$ cat config.mk
export PLATFORM = sky130hd
export DESIGN_NAME = dense_logit_argmax_classifier
export DESIGN_NICKNAME = d
export VERILOG_FILES = /design/src/rtl/cnn_accel_pkg.sv /design/src/rtl/top2_tracker.sv /design/src/rtl/dense_logit_argmax_classifier.sv
export SDC_FILE = /design/constraint.sdc
export NUM_CORES = 1
export LEC_CHECK = 0
export CAP_MARGIN = 20
export CORE_ASPECT_RATIO = 1.1
export CORE_MARGIN = 2
export CORE_UTILIZATION = 40
export DETAILED_ROUTE_END_ITERATION = 8
export HOLD_SLACK_MARGIN = 0.05
export PLACE_DENSITY = 0.62
export SETUP_SLACK_MARGIN = 0.05
export SYNTH_ARGS = -nofsm -noshare
export SYNTH_HDL_FRONTEND = slang
export SYNTH_SLANG_ARGS = --single-unit
$ cat constraint.sdc
create_clock -name clk -period 2.7 [get_ports clk]
set_input_delay 0.54 -clock clk [delete_from_list [all_inputs] [get_ports clk]]
set_output_delay 0.54 -clock clk [all_outputs]
set_load 0.01 [all_outputs]
$ cat src/rtl/cnn_accel_pkg.sv
// Shared types and constants for the CNN accelerator result stage.
// Holds the argmax FSM encoding, logit geometry and the margin helper.
package cnn_accel_pkg;

    localparam int NUM_CLASSES = 9;
    localparam int DATA_W      = 32;

    // Most negative logit; seeds the runner-up so any real logit can replace it.
    localparam logic [DATA_W-1:0] LOGIT_MIN = {1'b1, {(DATA_W-1){1'b0}}};

    typedef enum logic [2:0] {
        IDLE    = 3'd0,
        KICK    = 3'd1,
        WAIT_UP = 3'd2,
        SCAN    = 3'd3,
        FINISH  = 3'd4,
        DONE    = 3'd5
    } argmax_state_t;

    // best - second at DATA_W+1 bits, clamped to all-ones if it does not fit.
    function automatic logic [DATA_W-1:0] sat_margin(
        input logic [DATA_W-1:0] best,
        input logic [DATA_W-1:0] second
    );
        logic [DATA_W:0] diff;
        diff = {best[DATA_W-1], best} - {second[DATA_W-1], second};
        return diff[DATA_W] ? {DATA_W{1'b1}} : diff[DATA_W-1:0];
    endfunction

endpackage

$ cat src/rtl/top2_tracker.sv
// Running top-1 / top-2 tracker over a stream of signed logits.
// Strict compares keep the lowest index on ties.
module top2_tracker
    import cnn_accel_pkg::*;
#(
    parameter int ADDR_W = 4
) (
    input  logic              clk,
    input  logic              resetn,
    input  logic              clear_i,
    input  logic              update_i,
    input  logic              first_i,
    input  logic [DATA_W-1:0] logit_i,
    input  logic [ADDR_W-1:0] idx_i,
    output logic [DATA_W-1:0] best_o,
    output logic [DATA_W-1:0] second_o,
    output logic [ADDR_W-1:0] best_idx_o
);

    logic [DATA_W-1:0] best_q;
    logic [DATA_W-1:0] best_d;
    logic [DATA_W-1:0] second_q;
    logic [DATA_W-1:0] second_d;
    logic [ADDR_W-1:0] idx_q;
    logic [ADDR_W-1:0] idx_d;

    always_comb begin
        best_d   = best_q;
        second_d = second_q;
        idx_d    = idx_q;
        if (clear_i) begin
            best_d   = '0;
            second_d = '0;
            idx_d    = '0;
        end else if (update_i) begin
            if (first_i) begin
                best_d   = logit_i;
                second_d = LOGIT_MIN;
                idx_d    = '0;
            end else if ($signed(logit_i) > $signed(best_q)) begin
                second_d = best_q;
                best_d   = logit_i;
                idx_d    = idx_i;
            end else if ($signed(logit_i) > $signed(second_q)) begin
                second_d = logit_i;
            end
        end
    end

    always_ff @(posedge clk) begin
        if (!resetn) begin
            best_q   <= '0;
            second_q <= '0;
            idx_q    <= '0;
        end else begin
            best_q   <= best_d;
            second_q <= second_d;
            idx_q    <= idx_d;
        end
    end

    assign best_o     = best_q;
    assign second_o   = second_q;
    assign best_idx_o = idx_q;

endmodule

$ cat src/rtl/dense_logit_argmax_classifier.sv
// Kicks the dense layer, waits for its sticky done, scans the logits and
// publishes the argmax, its logit, the top1-top2 margin and a timeout flag.
module dense_logit_argmax_classifier
    import cnn_accel_pkg::*;
#(
    parameter int ADDR_W         = 4,
    parameter int TIMEOUT_CYCLES = 1048576
) (
    input  logic              clk,
    input  logic              resetn,
    input  logic              start_i,
    output logic              up_start_o,
    input  logic              up_done_i,
    output logic [ADDR_W-1:0] up_read_addr_o,
    input  logic [DATA_W-1:0] up_read_data_i,
    output logic [ADDR_W-1:0] class_idx_o,
    output logic [DATA_W-1:0] max_logit_o,
    output logic [DATA_W-1:0] margin_o,
    output logic              busy_o,
    output logic              error_o,
    output logic              done_o,
    output logic [2:0]        dbg_state_o
);

    localparam int CNT_W = (TIMEOUT_CYCLES > 1) ? $clog2(TIMEOUT_CYCLES) : 1;
    localparam logic [CNT_W-1:0]  CNT_LAST  = CNT_W'(TIMEOUT_CYCLES - 1);
    localparam logic [ADDR_W-1:0] LAST_ADDR = ADDR_W'(NUM_CLASSES - 1);

    argmax_state_t     state_q;
    argmax_state_t     state_d;
    logic [ADDR_W-1:0] addr_q;
    logic [ADDR_W-1:0] addr_d;
    logic [CNT_W-1:0]  cnt_q;
    logic [CNT_W-1:0]  cnt_d;
    logic              error_q;
    logic              error_d;
    logic              done_q;
    logic              done_d;
    logic [ADDR_W-1:0] class_q;
    logic [ADDR_W-1:0] class_d;
    logic [DATA_W-1:0] max_q;
    logic [DATA_W-1:0] max_d;
    logic [DATA_W-1:0] margin_q;
    logic [DATA_W-1:0] margin_d;

    logic              trk_clear;
    logic              trk_update;
    logic              trk_first;
    logic              up_start;
    logic              busy;
    logic [DATA_W-1:0] trk_best;
    logic [DATA_W-1:0] trk_second;
    logic [ADDR_W-1:0] trk_idx;

    top2_tracker #(
        .ADDR_W(ADDR_W)
    ) u_top2 (
        .clk        (clk),
        .resetn     (resetn),
        .clear_i    (trk_clear),
        .update_i   (trk_update),
        .first_i    (trk_first),
        .logit_i    (up_read_data_i),
        .idx_i      (addr_q),
        .best_o     (trk_best),
        .second_o   (trk_second),
        .best_idx_o (trk_idx)
    );

    always_comb begin
        state_d    = state_q;
        addr_d     = addr_q;
        cnt_d      = cnt_q;
        error_d    = error_q;
        done_d     = done_q;
        class_d    = class_q;
        max_d      = max_q;
        margin_d   = margin_q;
        trk_clear  = 1'b0;
        trk_update = 1'b0;
        trk_first  = 1'b0;
        up_start   = 1'b0;
        busy       = 1'b1;
        case (state_q)
            IDLE: begin
                busy = 1'b0;
                if (start_i) state_d = KICK;
            end
            KICK: begin
                up_start  = 1'b1;
                error_d   = 1'b0;
                cnt_d     = '0;
                addr_d    = '0;
                trk_clear = 1'b1;
                state_d   = WAIT_UP;
            end
            WAIT_UP: begin
                if (up_done_i) begin
                    addr_d  = '0;
                    state_d = SCAN;
                end else if (cnt_q == CNT_LAST) begin
                    error_d = 1'b1;
                    state_d = FINISH;
                end else begin
                    cnt_d = cnt_q + 1'b1;
                end
            end
            SCAN: begin
                // Read data for addr_q is valid this cycle; fold it in and step on.
                trk_update = 1'b1;
                trk_first  = (addr_q == '0);
                if (addr_q == LAST_ADDR) begin
                    addr_d  = '0;
                    state_d = FINISH;
                end else begin
                    addr_d = addr_q + 1'b1;
                end
            end
            FINISH: begin
                if (error_q) begin
                    class_d  = '0;
                    max_d    = '0;
                    margin_d = '0;
                end else begin
                    class_d  = trk_idx;
                    max_d    = trk_best;
                    margin_d = sat_margin(trk_best, trk_second);
                end
                state_d = DONE;
            end
            DONE: begin
                busy = 1'b0;
                if (start_i) begin
                    done_d  = 1'b0;
                    state_d = KICK;
                end else begin
                    done_d = 1'b1;
                end
            end
            default: state_d = IDLE;
        endcase
    end

    always_ff @(posedge clk) begin
        if (!resetn) begin
            state_q  <= IDLE;
            addr_q   <= '0;
            cnt_q    <= '0;
            error_q  <= 1'b0;
            done_q   <= 1'b0;
            class_q  <= '0;
            max_q    <= '0;
            margin_q <= '0;
        end else begin
            state_q  <= state_d;
            addr_q   <= addr_d;
            cnt_q    <= cnt_d;
            error_q  <= error_d;
            done_q   <= done_d;
            class_q  <= class_d;
            max_q    <= max_d;
            margin_q <= margin_d;
        end
    end

    assign up_start_o     = up_start;
    assign busy_o         = busy;
    assign up_read_addr_o = addr_q;
    assign class_idx_o    = class_q;
    assign max_logit_o    = max_q;
    assign margin_o       = margin_q;
    assign error_o        = error_q;
    assign done_o         = done_q;
    assign dbg_state_o    = state_q;

endmodule

==> results of run 1 <==
## power breakdown
| group | internal [W] | total, W | switching, W |
|---|---|---|---|
| logic | 0.00463 | 0.00943 | 0.00480 |
| clock network | 0.00169 | 0.00281 | 0.00112 |
| registers | 0.00274 | 0.00294 | 0.000203 |
| total | 0.00905 | 0.0152 | 0.00613 |
## cells in the final DEF (no fill, tap or decap), types with 9 or more instances in the layout
master           count
clkbuf_16           21
ha_1                74
nand3_1             59
o2bb2ai_1            9
mux2i_1             34
nand4_1             20
dfxtp_2             26
xor2_1              19
o211ai_1            10
nand2b_1            12
nor2b_1             47
xnor2_1             18
o2bb2ai_2           20
inv_1               62
dlygate4sd2_1       29
o21ai_0             40
dfxtp_1            132
a21oi_2             18
nor3_1              45
buf_6               12
o21ai_1             18
ha_4                24
nor2_1              59
a21oi_1            122
nand2_1            121
inv_2               18
a21o_1              18
clkdlybuf4s50_1     83
and3_1              16
buf_4              236
## through the flow
stage,utilization,hold WS [ns],TNS [ns],std cells
global placement,0.524,0.425,-49.38,1836
global route,0.606,0.465,-19.22,1916
finish,0.606,0.435,-4.33,1916
floorplan,-,0.432,0,1255
detailed placement,0.524,0.430,-50.10,1836
CTS,0.582,0.440,-0.298,1899
## critical path, cell delays in order
cell,delay [ns]
dlygate4sd2_1,0.26
ha_1,0.31
nor2b_1,0.15
o211ai_1,0.21
buf_4,0.16
a2111oi_4,0.06
o31a_1,0.35
buf_4,0.17
a2bb2oi_4,0.18
nand2_4,0.10
buf_6,0.13
o21ai_4,0.15
buf_6,0.14
clkbuf_16,0.18
o2bb2ai_1,0.08
## per-layer routing
layer,track usage,share of wire,routed length (µm),up-vias
met5,0,0.00038,13,-
met4,0.0886,0.029,997,2
met3,0.0362,0.047,1600,65
met2,0.420,0.47,16100,302
met1,0.321,0.45,15400,5026
li1,-,-,-,5150
## state kept, by name, indices dropped and copies added (netlist names), 3 cells and up
name	count
cnt_q	20
dbg_state_o	3
max_logit_o	32
margin_o	32
class_idx_o	4
u_top2.best_o	32
up_read_addr_o	4
u_top2.best_idx_o	4
u_top2.second_o	32
## cell type report
type / count / area (µm²)
Timing Repair Buffer: 379 / 3390
Tap cell: 315 / 394
Sequential cell: 165 / 3360
Multi-Input combinational cell: 942 / 7080
Clock buffer: 19 / 443
Fill cell: 2170 / 9910
Inverter: 82 / 313
Antenna cell: 1 / 2.50
Clock inverter: 13 / 220
## cell families after synthesis
family,synth area share
mux,0.0346
buf+inv,0.0576
fa+ha+maj,0.124
simple gates,0.211
xor+xnor,0.0320
flops,0.326
compound gates,0.214
## timing repair
item / CTS / global route
endpoints found under the hold margin: 0 / 0
pin swaps: 69 / 56
gates resized for setup: 162 / 91
cloned: 3 / 5
endpoints found under the setup margin: 100 / 100
buffers inserted: 28 / 15
## worst min path at each step
stage / startpoint / to / slack [ns] / cells after the start
floorplan: u_top2.second_o[10] / u_top2.second_o[10] / 0.43 / 1
global placement: margin_o[15] / margin_o[15] / 0.43 / 2
detailed placement: margin_o[10] / margin_o[10] / 0.43 / 2
CTS: margin_o[6] / margin_o[6] / 0.44 / 2
global route: margin_o[8] / margin_o[8] / 0.47 / 2
finish: margin_o[6] / margin_o[6] / 0.44 / 2
==> results.py, run 1 <==
metrics = {
    "sta": {
        "min_period_ns": 2.84,
        "hold_viol": 0,
        "setup_viol": 77,
        "min_period_over_period": 1.05,
        "timing.fmax_mhz": 352,
        "max-slew-margin-rel": 0.558,
        "skew_ns": 0.00982,
        "maxSlewViolCount": 0,
        "timing.final.ws_setup_ns": -0.139,
        "max_slew.worst_pin.slew_ns": 0.663,
        "rsz0062_at_grt": "yes",
    },
    "grt": {
        "grt_pass1_vias": 10400,
        "grt_pass1_wl_mm": 52.5,
        "antenna_found_initial": 2,
        "grt_overflow_total": 0,
        "grt_usage": 0.248,
        "grt_max_degree": 68,
    },
    "detailed_routing": {
        "routed_wl_mm": 34.1,
        "avgViaCountPerCell": 5.50,
        "vias": 10500,
        "drtIter0Drc": 599,
        "drt-pass1-iter-count": 5,
        "drc_errors": 0,
        "wl_per_cell_um": 17.8,
        "final_antenna_net_count": 0,
    },
    "synthesis": {
        "synth_fp_nets": 1391,
        "synth_area_leader_cell": "dfxtp_1",
        "syn_avg_cell_area_um2": 8.07,
        "synth_enable_flop_cells": 0,
        "synth_area_leaders": "dfxtp_1, ha_1, a21oi_1",
        "netlist_instances": 1255,
        "ys_warn_count": 0,
        "synth-seq-cells": 165,
        "ys_types": 69,
        "post-synth-top-count-cell": "dfxtp_1",
        "mappedNetlistArea_mm2": 0.0101,
        "postSynth.asyncResetShare": 0,
        "synth_ff_type": "dfxtp_1",
        "seq_area_frac_synth": 0.326,
        "yosys-top-cells-count": "dfxtp_1, a21oi_1, nand2_1",
        "synth_top_area_share": 0.326,
    },
    "setup_path": {
        "worst-path-max-fanout": 11,
        "critPathLaunchType": "primary input",
        "regToRegSetupSlack_ns": -0.13,
        "endpoint_kind": "flip-flop",
        "rr_worst_depth": 15,
        "cp_data_arrival_time_ns": 3.17,
        "cp-endpoint": "u_top2.second_o[17]",
        "timing.rr.end": "u_top2.second_o[17]",
        "crit_required_ns": 3.03,
        "regToRegStartpoint": "u_top2.best_o[1]",
        "crit_type": "primary input to flip-flop",
        "crit_start": "up_read_data_i[1]",
    },
    "die": {
        "dieArea_mm2": 0.0266,
        "die_w_um": 156,
        "die_h_um": 171,
        "start_util": 0.403,
        "io_pins": 115,
        "core_area_mm2": 0.0251,
        "row_count": 61,
    },
    "pwr": {
        "power_density_mw_per_mm2": 998,
        "max-vdd-ir-drop_mv": 0.553,
        "finalPower_w": 0.0152,
        "p_leak_nw": 6.22,
    },
    "placement": {
        "place.port_buffers": 114,
        "place_congestion": 0.907,
        "post-place-ws_ns": -0.794,
        "dpl.hpwl_mm": 23.3,
        "placed_area_mm2": 0.0132,
    },
    "outcome": {
        "violations": "negative setup slack",
        "outcome": "finished with violations",
    },
    "clock_network": {
        "clk_path_buf_depth": 2,
        "cts_sinks": 165,
        "cts_tree": "built",
        "cts_buffers": 17,
        "h-tree-depth": 4,
        "clk-insertion-delay-late_ns": 0.44,
        "clkTransAtPathRegs_ns": 0.07,
        "cts-root-buf": "clkbuf_16",
        "cts_hold_buf": 0,
    },
    "final_layout": {
        "stdcell_area_mm2": 0.0152,
        "syn_to_final_growth_pct": 50.1,
        "layout-drive-gt1-share": 0.295,
        "fin_nets": 1723,
    },
    "flow_run": {
        "maxCapViolCount": 0,
    },
    "min_path": {
        "hold_class": "flip-flop to flip-flop",
    },
}
No activity file was read; power rests on OpenSTA's default activity.
==> run 2, diff against run 1 <==
--- a/config.mk
+++ b/config.mk
@@ -9,8 +9,10 @@
 export CORE_ASPECT_RATIO = 1.1
 export CORE_MARGIN = 2
 export CORE_UTILIZATION = 40
+export CTS_CLUSTER_DIAMETER = 30
 export DETAILED_ROUTE_END_ITERATION = 8
 export HOLD_SLACK_MARGIN = 0.05
+export MAX_ROUTING_LAYER = met4
 export PLACE_DENSITY = 0.62
 export SETUP_SLACK_MARGIN = 0.05
 export SYNTH_ARGS = -nofsm -noshare
==> run 2 against run 1 <==
Net effect:
- wire length is 3.2% higher
- non-clock buffer count is 3 higher
- die area stayed put
- highest routed layer is now met4
- the run still ends with negative setup slack left
- clock power is 9.3% lower
==> results.py, run 2 (synthesis gave the netlist of run 1 again) <==
metrics = {
    "outcome": {
        "outcome": "finished with violations",
        "violations": "negative setup slack",
    },
    "die": {
        "core_area_mm2": 0.0251,
        "dieArea_mm2": 0.0266,
        "die_h_um": 171,
        "row_count": 61,
        "start_util": 0.403,
        "io_pins": 115,
        "die_w_um": 156,
    },
    "placement": {
        "place_congestion": 0.942,
        "place.port_buffers": 114,
        "placed_area_mm2": 0.0132,
        "dpl.hpwl_mm": 23.9,
    },
    "sta": {
        "hold_viol": 0,
        "max_slew.worst_pin.slew_ns": 0.665,
        "timing.final.ws_setup_ns": -0.109,
        "tns_ns": -2.17,
        "rsz0062_at_grt": "yes",
        "timing.fmax_mhz": 356,
        "skew_ns": 0.0101,
        "min_period_ns": 2.81,
        "max-slew-margin-rel": 0.555,
        "setup_viol": 51,
        "min_period_over_period": 1.04,
        "maxSlewViolCount": 0,
    },
    "grt": {
        "grt_max_degree": 70,
        "grt_pass1_wl_mm": 52.5,
        "antenna_found_initial": 2,
        "grt_overflow_total": 0,
        "grt_pass1_vias": 10100,
        "grt_usage": 0.256,
    },
    "pwr": {
        "max-vdd-ir-drop_mv": 0.651,
        "seqPwrFrac": 0.185,
        "p_sw_frac": 0.409,
        "p_leak_nw": 6.29,
        "power_density_mw_per_mm2": 1020,
        "p_int_w": 0.00941,
        "comb_power_share": 0.655,
        "switchingPower_w": 0.00651,
        "clkPwrFrac": 0.160,
    },
    "detailed_routing": {
        "top_layer": "met4",
        "drc_errors": 0,
        "drt-pass1-iter-count": 5,
        "routed_wl_mm": 35.2,
        "wl_per_cell_um": 18.3,
        "vias": 10600,
        "avgViaCountPerCell": 5.52,
        "drtIter0Drc": 655,
        "met1_length_mm": 15.8,
        "final_antenna_net_count": 0,
        "wl_met2_mm": 16.9,
        "met3_length_mm": 1.59,
    },
    "clock_network": {
        "cts_sinks": 165,
        "clkTransAtPathRegs_ns": 0.07,
        "cts_tree": "built",
        "clk_path_buf_depth": 2,
        "h-tree-depth": 4,
        "cts_buffers": 17,
        "cts_hold_buf": 0,
        "clk-insertion-delay-late_ns": 0.43,
        "cts-root-buf": "clkbuf_16",
    },
    "setup_path": {
        "regToRegStartpoint": "u_top2.best_o[31]",
        "worst-path-max-fanout": 7,
        "timing.rr.end": "u_top2.second_o[29]",
        "cp_data_arrival_time_ns": 3.12,
        "endpoint_kind": "flip-flop",
        "critPathLaunchType": "flip-flop",
        "crit_type": "flip-flop to flip-flop",
        "rr_worst_depth": 14,
        "crit_required_ns": 3.02,
        "regToRegSetupSlack_ns": -0.11,
    },
    "final_layout": {
        "syn_to_final_growth_pct": 53.7,
        "stdcell_area_mm2": 0.0156,
        "final_cell_mix": "buf_4, dfxtp_1, nand2_1",
        "fin_nets": 1726,
        "layout-drive-gt1-share": 0.319,
        "fillers": 2076,
        "layout.cells.most_common": "buf_4",
    },
    "min_path": {
        "hold_class": "flip-flop to flip-flop",
        "hold_end": "margin_o[6]",
        "min_from": "margin_o[6]",
        "hold_depth": 2,
    },
    "flow_run": {
        "maxCapViolCount": 0,
    },
}
## run 2: cell types whose count changed in the layout (fill, tap and decap cells not counted), sizes merged
cell           before  now
clkinv              2    6
bufinv              5    2
clkdlybuf4s15       2    4
clkinvlp            2    0
dlygate4sd2        29   27
inv                86   88
buf               261  262
clkbuf             23   24
diode               1    2
## run 2: how the worst max path moves through the flow
stage | end | startpoint | cells past startpoint
after floorplan | u_top2.second_o[10] | up_read_data_i[31] | 10
after global placement | u_top2.best_idx_o[3] | up_read_data_i[17] | 12
after detailed placement | u_top2.second_o[22] | up_read_data_i[14] | 11
after CTS | u_top2.best_idx_o[2] | u_top2.best_o[14] | 12
after global routing | u_top2.second_o[9] | u_top2.best_o[31] | 14
final | u_top2.second_o[29] | u_top2.best_o[31] | 14
## run 2: critical path: stages (launching register included)
cell and delay [ns]:
dfxtp_2 0.35, inv_2 0.06, ha_4 0.27, nand4_1 0.13, buf_4 0.18, nor4_4 0.27, buf_4 0.19, buf_6 0.09
o31a_1 0.20, o211ai_1 0.16, o31ai_4 0.11, buf_12 0.20, clkbuf_16 0.16, mux2i_1 0.23, o2bb2ai_1 0.10
## run 2: metrics by stage
stage | cells | util | power [W] | setup WS (ns) | hold slack [ns]
6_report | 1920 | 0.620 | 0.0159 | -0.109 | 0.440
4_1_cts | 1897 | 0.582 | 0.0146 | -0.0245 | 0.440
3_3_place_gp | 1835 | 0.524 | 0.0106 | -0.668 | 0.425
2_1_floorplan | 1255 | - | 0.00743 | 0.0470 | 0.432
3_5_place_dp | 1835 | 0.524 | 0.0106 | -0.745 | 0.430
5_1_grt | 1920 | 0.620 | 0.0168 | -0.171 | 0.454
## run 2: metal layers
layer / GRT usage / up-vias
met5: - / -
met1: 0.329 / 5057
met3: 0.0344 / 69
met4: 0.0750 / 0
li1: - / 5162
met2: 0.422 / 304
## run 2: repair_timing
item | CTS | global route
pin swaps | 74 | 96
gates cloned | 3 | 7
buffers inserted | 28 | 20
resized for setup | 173 | 148
endpoints found under the setup margin | 100 | 104
## run 2: power by group through the flow
| stage | registers (W) | logic, W | clock network [W] |
|---|---|---|---|
| 6_report | 0.00294 | 0.0104 | 0.00255 |
| 5_1_grt | 0.00296 | 0.0111 | 0.00269 |
| 4_1_cts | 0.00292 | 0.00911 | 0.00259 |
| 3_5_place_dp | 0.00295 | 0.00764 | 0 |
| 3_3_place_gp | 0.00295 | 0.00762 | 0 |
| 2_1_floorplan | 0.00301 | 0.00441 | 0 |
## run 2: final cells by class
class / instances / area [µm²] / share of cell area
inverter: 82 / 318 / 0.0204
tap: 315 / 394 / 0.0253
sequential: 165 / 3370 / 0.217
timing repair buffer: 382 / 3500 / 0.225
multi-input combinational: 942 / 7370 / 0.474
clock inverter: 14 / 165 / 0.0106
clock buffer: 18 / 439 / 0.0282
antenna: 2 / 5.00 / 0.000322
